### src/rtl/snn_apb_regs.sv
// APB3 completer register block for the SNN core: leak/run control, 64-pixel frame, spike live/sticky/counter readback.
// Build option: define SNN_APB_PSLVERR_EN to add the pslverr output for unmapped, read-only-write or misaligned accesses.
module snn_apb_regs #(
    parameter int INPUT_SIZE  = 64,
    parameter int OUTPUT_SIZE = 16,
    parameter int PIXEL_WIDTH = 8,
    parameter int WAIT_STATES = 1
) (
    input  logic                              clk,
    input  logic                              rst,
    input  logic [7:0]                        paddr,
    input  logic                              psel,
    input  logic                              penable,
    input  logic                              pwrite,
    input  logic [31:0]                       pwdata,
    output logic [31:0]                       prdata,
    output logic                              pready,
`ifdef SNN_APB_PSLVERR_EN
    output logic                              pslverr,
`endif
    output logic [INPUT_SIZE*PIXEL_WIDTH-1:0] pixel_input,
    output logic [7:0]                        leak_factor,
    output logic                              snn_run,
    input  logic [OUTPUT_SIZE-1:0]            digit_spikes
);

    localparam int NWORDS = INPUT_SIZE / 4;

    typedef enum logic [1:0] {IDLE, SETUP, ACCESS} state_t;

    state_t                   state, state_nx;
    logic [2:0]               wcnt, wcnt_nx;
    logic                     pready_nx;
    logic [31:0]              prdata_nx;
    logic [31:0]              rd_data;
    logic [5:0]               widx;
    logic                     setup_ph, access_ph;
    logic                     access_err;
    logic                     wr_en, clr_cnt;
    logic [OUTPUT_SIZE-1:0]   spike_q, sticky, w1c;
    logic [15:0]              cnt [OUTPUT_SIZE];

    assign widx = paddr[7:2];

`ifdef SNN_APB_PSLVERR_EN
    logic mapped, ro;
    always_comb begin
        mapped     = (widx[5:2] == 4'd0) || (widx[5:4] == 2'b01) || (widx[5:4] == 2'b10);
        ro         = (widx == 6'd1) || (widx == 6'd2) || (widx[5:4] == 2'b10);
        access_err = !mapped || (pwrite && ro) || (paddr[1:0] != 2'b00);
    end
`else
    logic unused_addr_lsb;
    assign unused_addr_lsb = ^paddr[1:0];
    assign access_err      = 1'b0;
`endif

    assign wr_en   = psel && penable && pready && pwrite && !access_err;
    assign clr_cnt = wr_en && (widx == 6'd0) && pwdata[9];
    assign w1c     = (wr_en && (widx == 6'd3)) ? pwdata[OUTPUT_SIZE-1:0] : '0;

    always_comb begin
        rd_data = '0;
        case (widx)
            6'd0:    rd_data[8:0] = {snn_run, leak_factor};
            6'd1:    rd_data[1:0] = {|sticky, snn_run};
            6'd2:    rd_data[OUTPUT_SIZE-1:0] = spike_q;
            6'd3:    rd_data[OUTPUT_SIZE-1:0] = sticky;
            default: rd_data = '0;
        endcase
        for (int j = 0; j < NWORDS; j++)
            if (int'(widx) == 16 + j) rd_data = pixel_input[32*j +: 32];
        for (int k = 0; k < OUTPUT_SIZE; k++)
            if (int'(widx) == 32 + k) rd_data = {16'h0000, cnt[k]};
    end

    // pready/prdata are registered, so completion is predicted one cycle ahead:
    // the setup cycle or the last wait cycle arms them for the following cycle.
    always_comb begin
        setup_ph  = psel && !penable;
        access_ph = psel && penable && !pready && (state != IDLE);
        state_nx  = IDLE;
        wcnt_nx   = wcnt;
        pready_nx = 1'b0;
        if (setup_ph) begin
            state_nx  = SETUP;
            wcnt_nx   = 3'(WAIT_STATES);
            pready_nx = (WAIT_STATES == 0);
        end else if (access_ph) begin
            state_nx  = ACCESS;
            wcnt_nx   = wcnt - 3'd1;
            pready_nx = (wcnt == 3'd1);
        end
        prdata_nx = (pready_nx && !pwrite) ? rd_data : 32'h0;
    end

    always_ff @(posedge clk or posedge rst) begin
        if (rst) begin
            state   <= IDLE;
            wcnt    <= '0;
            pready  <= 1'b0;
            prdata  <= '0;
`ifdef SNN_APB_PSLVERR_EN
            pslverr <= 1'b0;
`endif
        end else begin
            state   <= state_nx;
            wcnt    <= wcnt_nx;
            pready  <= pready_nx;
            prdata  <= prdata_nx;
`ifdef SNN_APB_PSLVERR_EN
            pslverr <= pready_nx && access_err;
`endif
        end
    end

    always_ff @(posedge clk or posedge rst) begin
        if (rst) begin
            leak_factor <= '0;
            snn_run     <= 1'b0;
            pixel_input <= '0;
        end else if (wr_en) begin
            if (widx == 6'd0) begin
                leak_factor <= pwdata[7:0];
                snn_run     <= pwdata[8];
            end
            for (int j = 0; j < NWORDS; j++)
                if (int'(widx) == 16 + j) pixel_input[32*j +: 32] <= pwdata;
        end
    end

    // A new spike beats a same-cycle W1C; a clear beats a same-cycle increment.
    always_ff @(posedge clk or posedge rst) begin
        if (rst) begin
            spike_q <= '0;
            sticky  <= '0;
            for (int k = 0; k < OUTPUT_SIZE; k++) cnt[k] <= '0;
        end else begin
            spike_q <= digit_spikes;
            sticky  <= (sticky & ~w1c) | (digit_spikes & {OUTPUT_SIZE{snn_run}});
            for (int k = 0; k < OUTPUT_SIZE; k++) begin
                if (clr_cnt)
                    cnt[k] <= '0;
                else if (snn_run && digit_spikes[k] && (cnt[k] != 16'hFFFF))
                    cnt[k] <= cnt[k] + 16'd1;
            end
        end
    end

endmodule

### config.mk
export PLATFORM = sky130hd
export DESIGN_NAME = snn_apb_regs
export DESIGN_NICKNAME = d
export VERILOG_FILES = /design/src/rtl/snn_apb_regs.sv
export SDC_FILE = /design/constraint.sdc
export NUM_CORES = 2
export LEC_CHECK = 0
export CAP_MARGIN = 10
export CORE_MARGIN = 2
export CORE_UTILIZATION = 42
export DETAILED_ROUTE_END_ITERATION = 8
export DONT_BUFFER_PORTS = 1
export PLACE_DENSITY = 0.54
export SLEW_MARGIN = 15
export SYNTH_ARGS = -nofsm -noshare
export SYNTH_HDL_FRONTEND = slang
export SYNTH_SLANG_ARGS = --single-unit
### constraint.sdc
create_clock -name clk -period 41.6 [get_ports clk]
set_input_delay 2.08 -clock clk [delete_from_list [all_inputs] [get_ports clk]]
set_output_delay 2.08 -clock clk [all_outputs]
set_load 0.01 [all_outputs]
* Word-level counts from Yosys, hierarchy flattened
Index checks and enable logic that the tools add are counted.
** Cells by class
- Add/subtract/negate cells :: 17
- Multipliers :: 0
- Divide/modulo/power cells :: 0
- Magnitude comparators :: 0
- Eq/ne operators :: 52
- Shifts and indexed selects :: 0
- Multiplexer cells :: 75
- Bitwise gates (word level) :: 4
- Reduce and logical (&&, ||, !) cells :: 82
** Operators with widths (count)
- two-way mux 32 bit :: 33
- two-way mux 16 bit :: 33
- adder 16 x 1 -> 16 bit, second input constant :: 16
- inequality test 16 bit, second input constant :: 16
- equality test 6 bit, second input constant :: 32
- logical AND 1 bit :: 42
- nonzero test 2 bit :: 18
- AND reduction 2 bit :: 17
- bitwise AND 16 bit :: 2
- case mux 7 bit (3 select lines) :: 1
- NOT 16 bit :: 1
- OR 16 bit :: 1
- OR reduction 16 bit :: 1
- case mux 7 bit (2 select lines) :: 1
- equality test 6 x 2 -> 1 bit, second input constant :: 2
- case mux 2 bit (4 select lines) :: 1
- equality test 6 x 1 -> 1 bit, second input constant :: 1
- logical NOT 6 bit :: 1
- two-way mux 3 bit :: 2
- two-way mux 2 bit :: 2
- equality test 3 x 1 -> 1 bit, second input constant :: 1
- logical NOT 1 bit :: 3
- subtractor 3 x 1 -> 3 bit, second input constant :: 1
- two-way mux 1 bit :: 2
** Storage, ports and cells
- Flip-flop bits (word level) :: 847
- Latch bits :: 0
- Bits in writable memories :: 0
- ROM bits :: 0
- Logic and storage cells :: 270
- Memories :: 0

* Longest topological paths before layout
- Depth in word-level cells :: 35
- Gate-level depth with buffers :: 11
- Mapped depth without buffers :: 9

* Worst setup path before layout
Ideal clock, no wire load.
- Path kind :: input -> register
- Start point :: input paddr[4]
- End point :: register pixel_input[71]
- Setup time :: 125 ps
- Arrival time :: 3860 ps
- Data required time :: 41475 ps
- Setup slack :: 37615 ps
- Stages on the path :: 7
- Path buffers :: 3
- Cell sequence :: buf_2 buf_4 nor4b_4 nand2_1 nor2_1 buf_2 mux2_2
** On the way
- Word-level cells in the longest chain between the ends :: 2
** Ends and longest elaborated chain
- start, declared :: RTL line 11 : input logic [7:0] paddr,
- equality test 6 bit :: RTL line 128 : if (int'(widx) == 16 + j) pixel_input[32*j +: 32] <= pwdata;
- AND reduction 2 bit (no source line)
- end, declared :: RTL line 21 : output logic [INPUT_SIZE*PIXEL_WIDTH-1:0] pixel_input,
No other way between the ends.
A chain may end at the register's enable or synchronous reset.

* Final worst setup path
- Start point :: input paddr[3]
- End point :: register prdata[3]
** On the way
- Word-level cells in the longest chain between the ends :: 35
** Ends and longest elaborated chain
- equality test 6 x 2 -> 1 bit or logical NOT 6 bit (tied branches) :: RTL line 64 : case (widx)
- case mux 7 bit (3 select lines) :: RTL line 64
- two-way mux 32 bit (16 in a row) :: RTL line 72 : if (int'(widx) == 16 + j) rd_data = pixel_input[32*j +: 32];
- two-way mux 32 bit (15 in a row) :: RTL line 74 : if (int'(widx) == 32 + k) rd_data = {16'h0000, cnt[k]};
- two-way mux 32 bit (*) :: RTL line 74
- two-way mux 32 bit (*) :: RTL line 94 : prdata_nx = (pready_nx && !pwrite) ? rd_data : 32'h0;
- net prdata_nx[3] :: RTL line 34 : logic [31:0] prdata_nx;
- end signal, assigned :: RTL line 110 : prdata <= prdata_nx;
- end, declared :: RTL line 16 : output logic [31:0] prdata,
The timed path passes the listed nets; every way through them passes the cells marked *.

==> results.tsv <==
metric	value	unit
status	finished clean	
swShare	0.236	
hpwl	125000	um
grt_pass1_vias	31600	
fmax	168	MHz
antenna_left	0	
setup.worst_path.class	in -> reg	
viasPerCell	6.53	
yosys-top-cells-count	847 x dfrtp_1, 515 x mux2_2, 368 x nor2_1	
drv_cap	0	
clockBufferDepth	3	
internal_power	1.38	mW
multi_input_comb_area	19100	um2
antenna_found_initial	8	
grt_pass1_wl	253000	um
fin_ws	35.66	ns
io_pins	615	
path_cells	nor2b_4, buf_4, nand2_1, o21ai_0, o2111ai_1, a21oi_1, o21ai_0, o2bb2ai_1	
numCtsBuffers	94	
synthAdderAreaFrac	0.00545	
cts_tree	done	
fin_skew	0.0372	ns
gp_congestion	0.935	
setup-tns-final	0	ns
critical_path.endpoint_type	register	
critPathMaxStageDelay	0.77	ns
syn_inst	3738	
leakage	21.2	nW
cts_hold_buffers	0	
synthToLayoutAreaGrowth	11.2	%
yosysMostFrequentCell	dfrtp_1	
wirelength	180000	um
drv_slew	0	
rsz0062_at_grt	no	
io_buffers	0	
hold_viol_final	0	
yosys.cell_types.count	90	
synth_edf_count	0	
fillers	9099	
synth_flop_cell	dfrtp_1	
pre_cts_slack	35.72	ns
hold-worst-slack	0.476	ns
worst_slew_pin_slew	1.13	ns
avgSynthCellArea	11.1	um2
synth_xor_area_frac	0.0411	
finish.utilization	0.469	
worst_ep_required_time	42.11	ns
worst_ep_arrival_time	6.45	ns
ys.warnings.count	0	
powerDensity	39.2	nW/um2
cts_setup_buffers	0	
die_h	318	um
min_path_type	reg -> reg	
setup_violations	0	
async_reset_ff_frac	1.00	
seqPwrFrac	0.464	
seq_area	21200	um2
synth_top_area_frac	0.513	
h-tree-depth	3	
ys_ff_latch	847	
dieWidth	318	um
vias	32800	
nets	3734	
grt_max_degree	216	
crit_fanout	176	
drt_iter0_markers	3519	
rows	115	
peakVddDrop	0.0307	mV
slew_headroom	0.243	
synth_area_leader_cell	dfrtp_1	
drc	0	
grt_use_total	0.348	
synth_compound_area_frac	0.117	
cts_resized	0	
min_period	5.94	ns
grt_remaining_overflow	0	
cpMaxStageDelayCell	nor2b_4	
clk_latency	0.71	ns
p_clk_frac	0.499	
drt_pass1_iterations	7	
critPathLaunchType	primary input	
synth_area	41400	um2
path_clk_slew	0.06	ns
yosysSeqAreaShare	0.513	
dieArea	101000	um2
pwr-share-comb	0.036	
yosys-top-cells-area	dfrtp_1 51%, mux2_2 14%, nor2_1 3.3%	
synth_nets	3817	
cpMostUsedCell	o21ai_0	
p_sw	426	uW
clkSinkCount	847	
drive_gt1_frac	0.222	
min_period_over_period	0.143	
synthSimpleGateAreaFrac	0.123	
synth_mux_area_frac	0.170	
start_util	0.422	
cts_root_buffer	clkbuf_16	
core	98000	um2
wl_per_cell	35.8	um
synth_top_family_by_area	multiplexers	
cells in the final DEF, fill, tap and decap left out, types with 22 or more instances in the layout:
| master | synthesis | routed |
|---|---|---|
| a21oi_1 | 188 | 188 |
| a221oi_1 | 25 | 25 |
| a22oi_1 | 85 | 85 |
| and3_1 | 53 | 53 |
| and4_1 | 45 | 45 |
| buf_4 | 7 | 75 |
| clkbuf_16 | 0 | 94 |
| clkbuf_8 | 0 | 24 |
| dfrtp_1 | 847 | 847 |
| inv_1 | 34 | 32 |
| mux2_1 | 22 | 22 |
| mux2_2 | 515 | 515 |
| mux2i_1 | 74 | 74 |
| nand2_1 | 246 | 246 |
| nand3_1 | 86 | 86 |
| nand4_1 | 73 | 73 |
| nor2_1 | 368 | 342 |
| nor2_4 | 2 | 22 |
| nor3_1 | 28 | 27 |
| o21ai_0 | 152 | 152 |
| o22ai_1 | 47 | 47 |
| or3_1 | 54 | 54 |
| xnor2_1 | 76 | 76 |
| xor2_1 | 118 | 118 |
power groups by stage:
stage,Combinational (mW),Clock (mW),Sequential [mW]
6_report,0.0655,0.900,0.837
5_1_grt,0.0700,0.941,0.837
4_1_cts,0.0649,0.910,0.837
3_5_place_dp,0.0647,0,0.852
3_3_place_gp,0.0645,0,0.852
2_1_floorplan,0.0482,0,0.850
final cells by class:
type | instances | area share
Sequential cell | 847 | 0.461
Multi-Input combinational cell | 2601 | 0.415
Clock buffer | 137 | 0.0599
Tap cell | 1287 | 0.0350
Timing Repair Buffer | 77 | 0.0133
Clock inverter | 35 | 0.0121
Inverter | 34 | 0.00294
Antenna cell | 9 | 0.000490
flip-flops by register name, indices dropped and copies added (netlist names):
| name | count |
|---|---|
| sticky | 16 |
| spike_q | 16 |
| cnt | 256 |
| wcnt | 3 |
| pready | 1 |
| leak_factor | 8 |
| snn_run | 1 |
| state | 2 |
| prdata | 32 |
| pixel_input | 512 |
per-layer routing:
metal / global-route usage / up-vias / routed length [um]
li1: - / 13500 / -
met1: 0.431 / 17200 / 68100
met2: 0.549 / 1766 / 82700
met3: 0.122 / 393 / 20300
met4: 0.153 / 4 / 8760
met5: 0 / - / 27
cell families (layout without fill, tap and decap cells):
| group | count (synthesis) | count (layout) |
|---|---|---|
| fa+ha+maj | 18 | 18 |
| other cells | 0 | 9 |
| buf+inv | 290 | 283 |
| compound gates | 730 | 730 |
| flops | 847 | 847 |
| simple gates | 1037 | 1037 |
| xor+xnor | 194 | 194 |
| mux | 622 | 622 |
critical path: cells and delay by family:
family	cells	cell delay (ns)
AOI/OAI and AO/OA	5	2.12
buffers and inverters	1	0.42
and+or+nand+nor	2	1.37
path summary, 6_finish.rpt:
kind / startpoint / to / slack (ns) / cells past startpoint
max: paddr[3] / prdata[3] / 35.66 / 8
min: wcnt[2] / pready / 0.48 / 1
max reg2reg: sticky[12] / prdata[1] / 37.34 / 7
min reg2reg: wcnt[2] / pready / 0.48 / 1
max in group asynchronous: rst / cnt[251] / 36.75 / 4
min in group asynchronous: rst / pixel_input[33] / 1.43 / 1
stage by stage:
stage | power [mW] | cells | instance area (um2)
after floorplan | 0.899 | 3738 | 41400
after global placement | 0.917 | 4845 | 42600
after detailed placement | 0.917 | 4845 | 42600
after CTS | 1.81 | 5017 | 45900
after global routing | 1.85 | 5021 | 46000
final | 1.80 | 5027 | 46000
(Power assumes the default switching activity.)
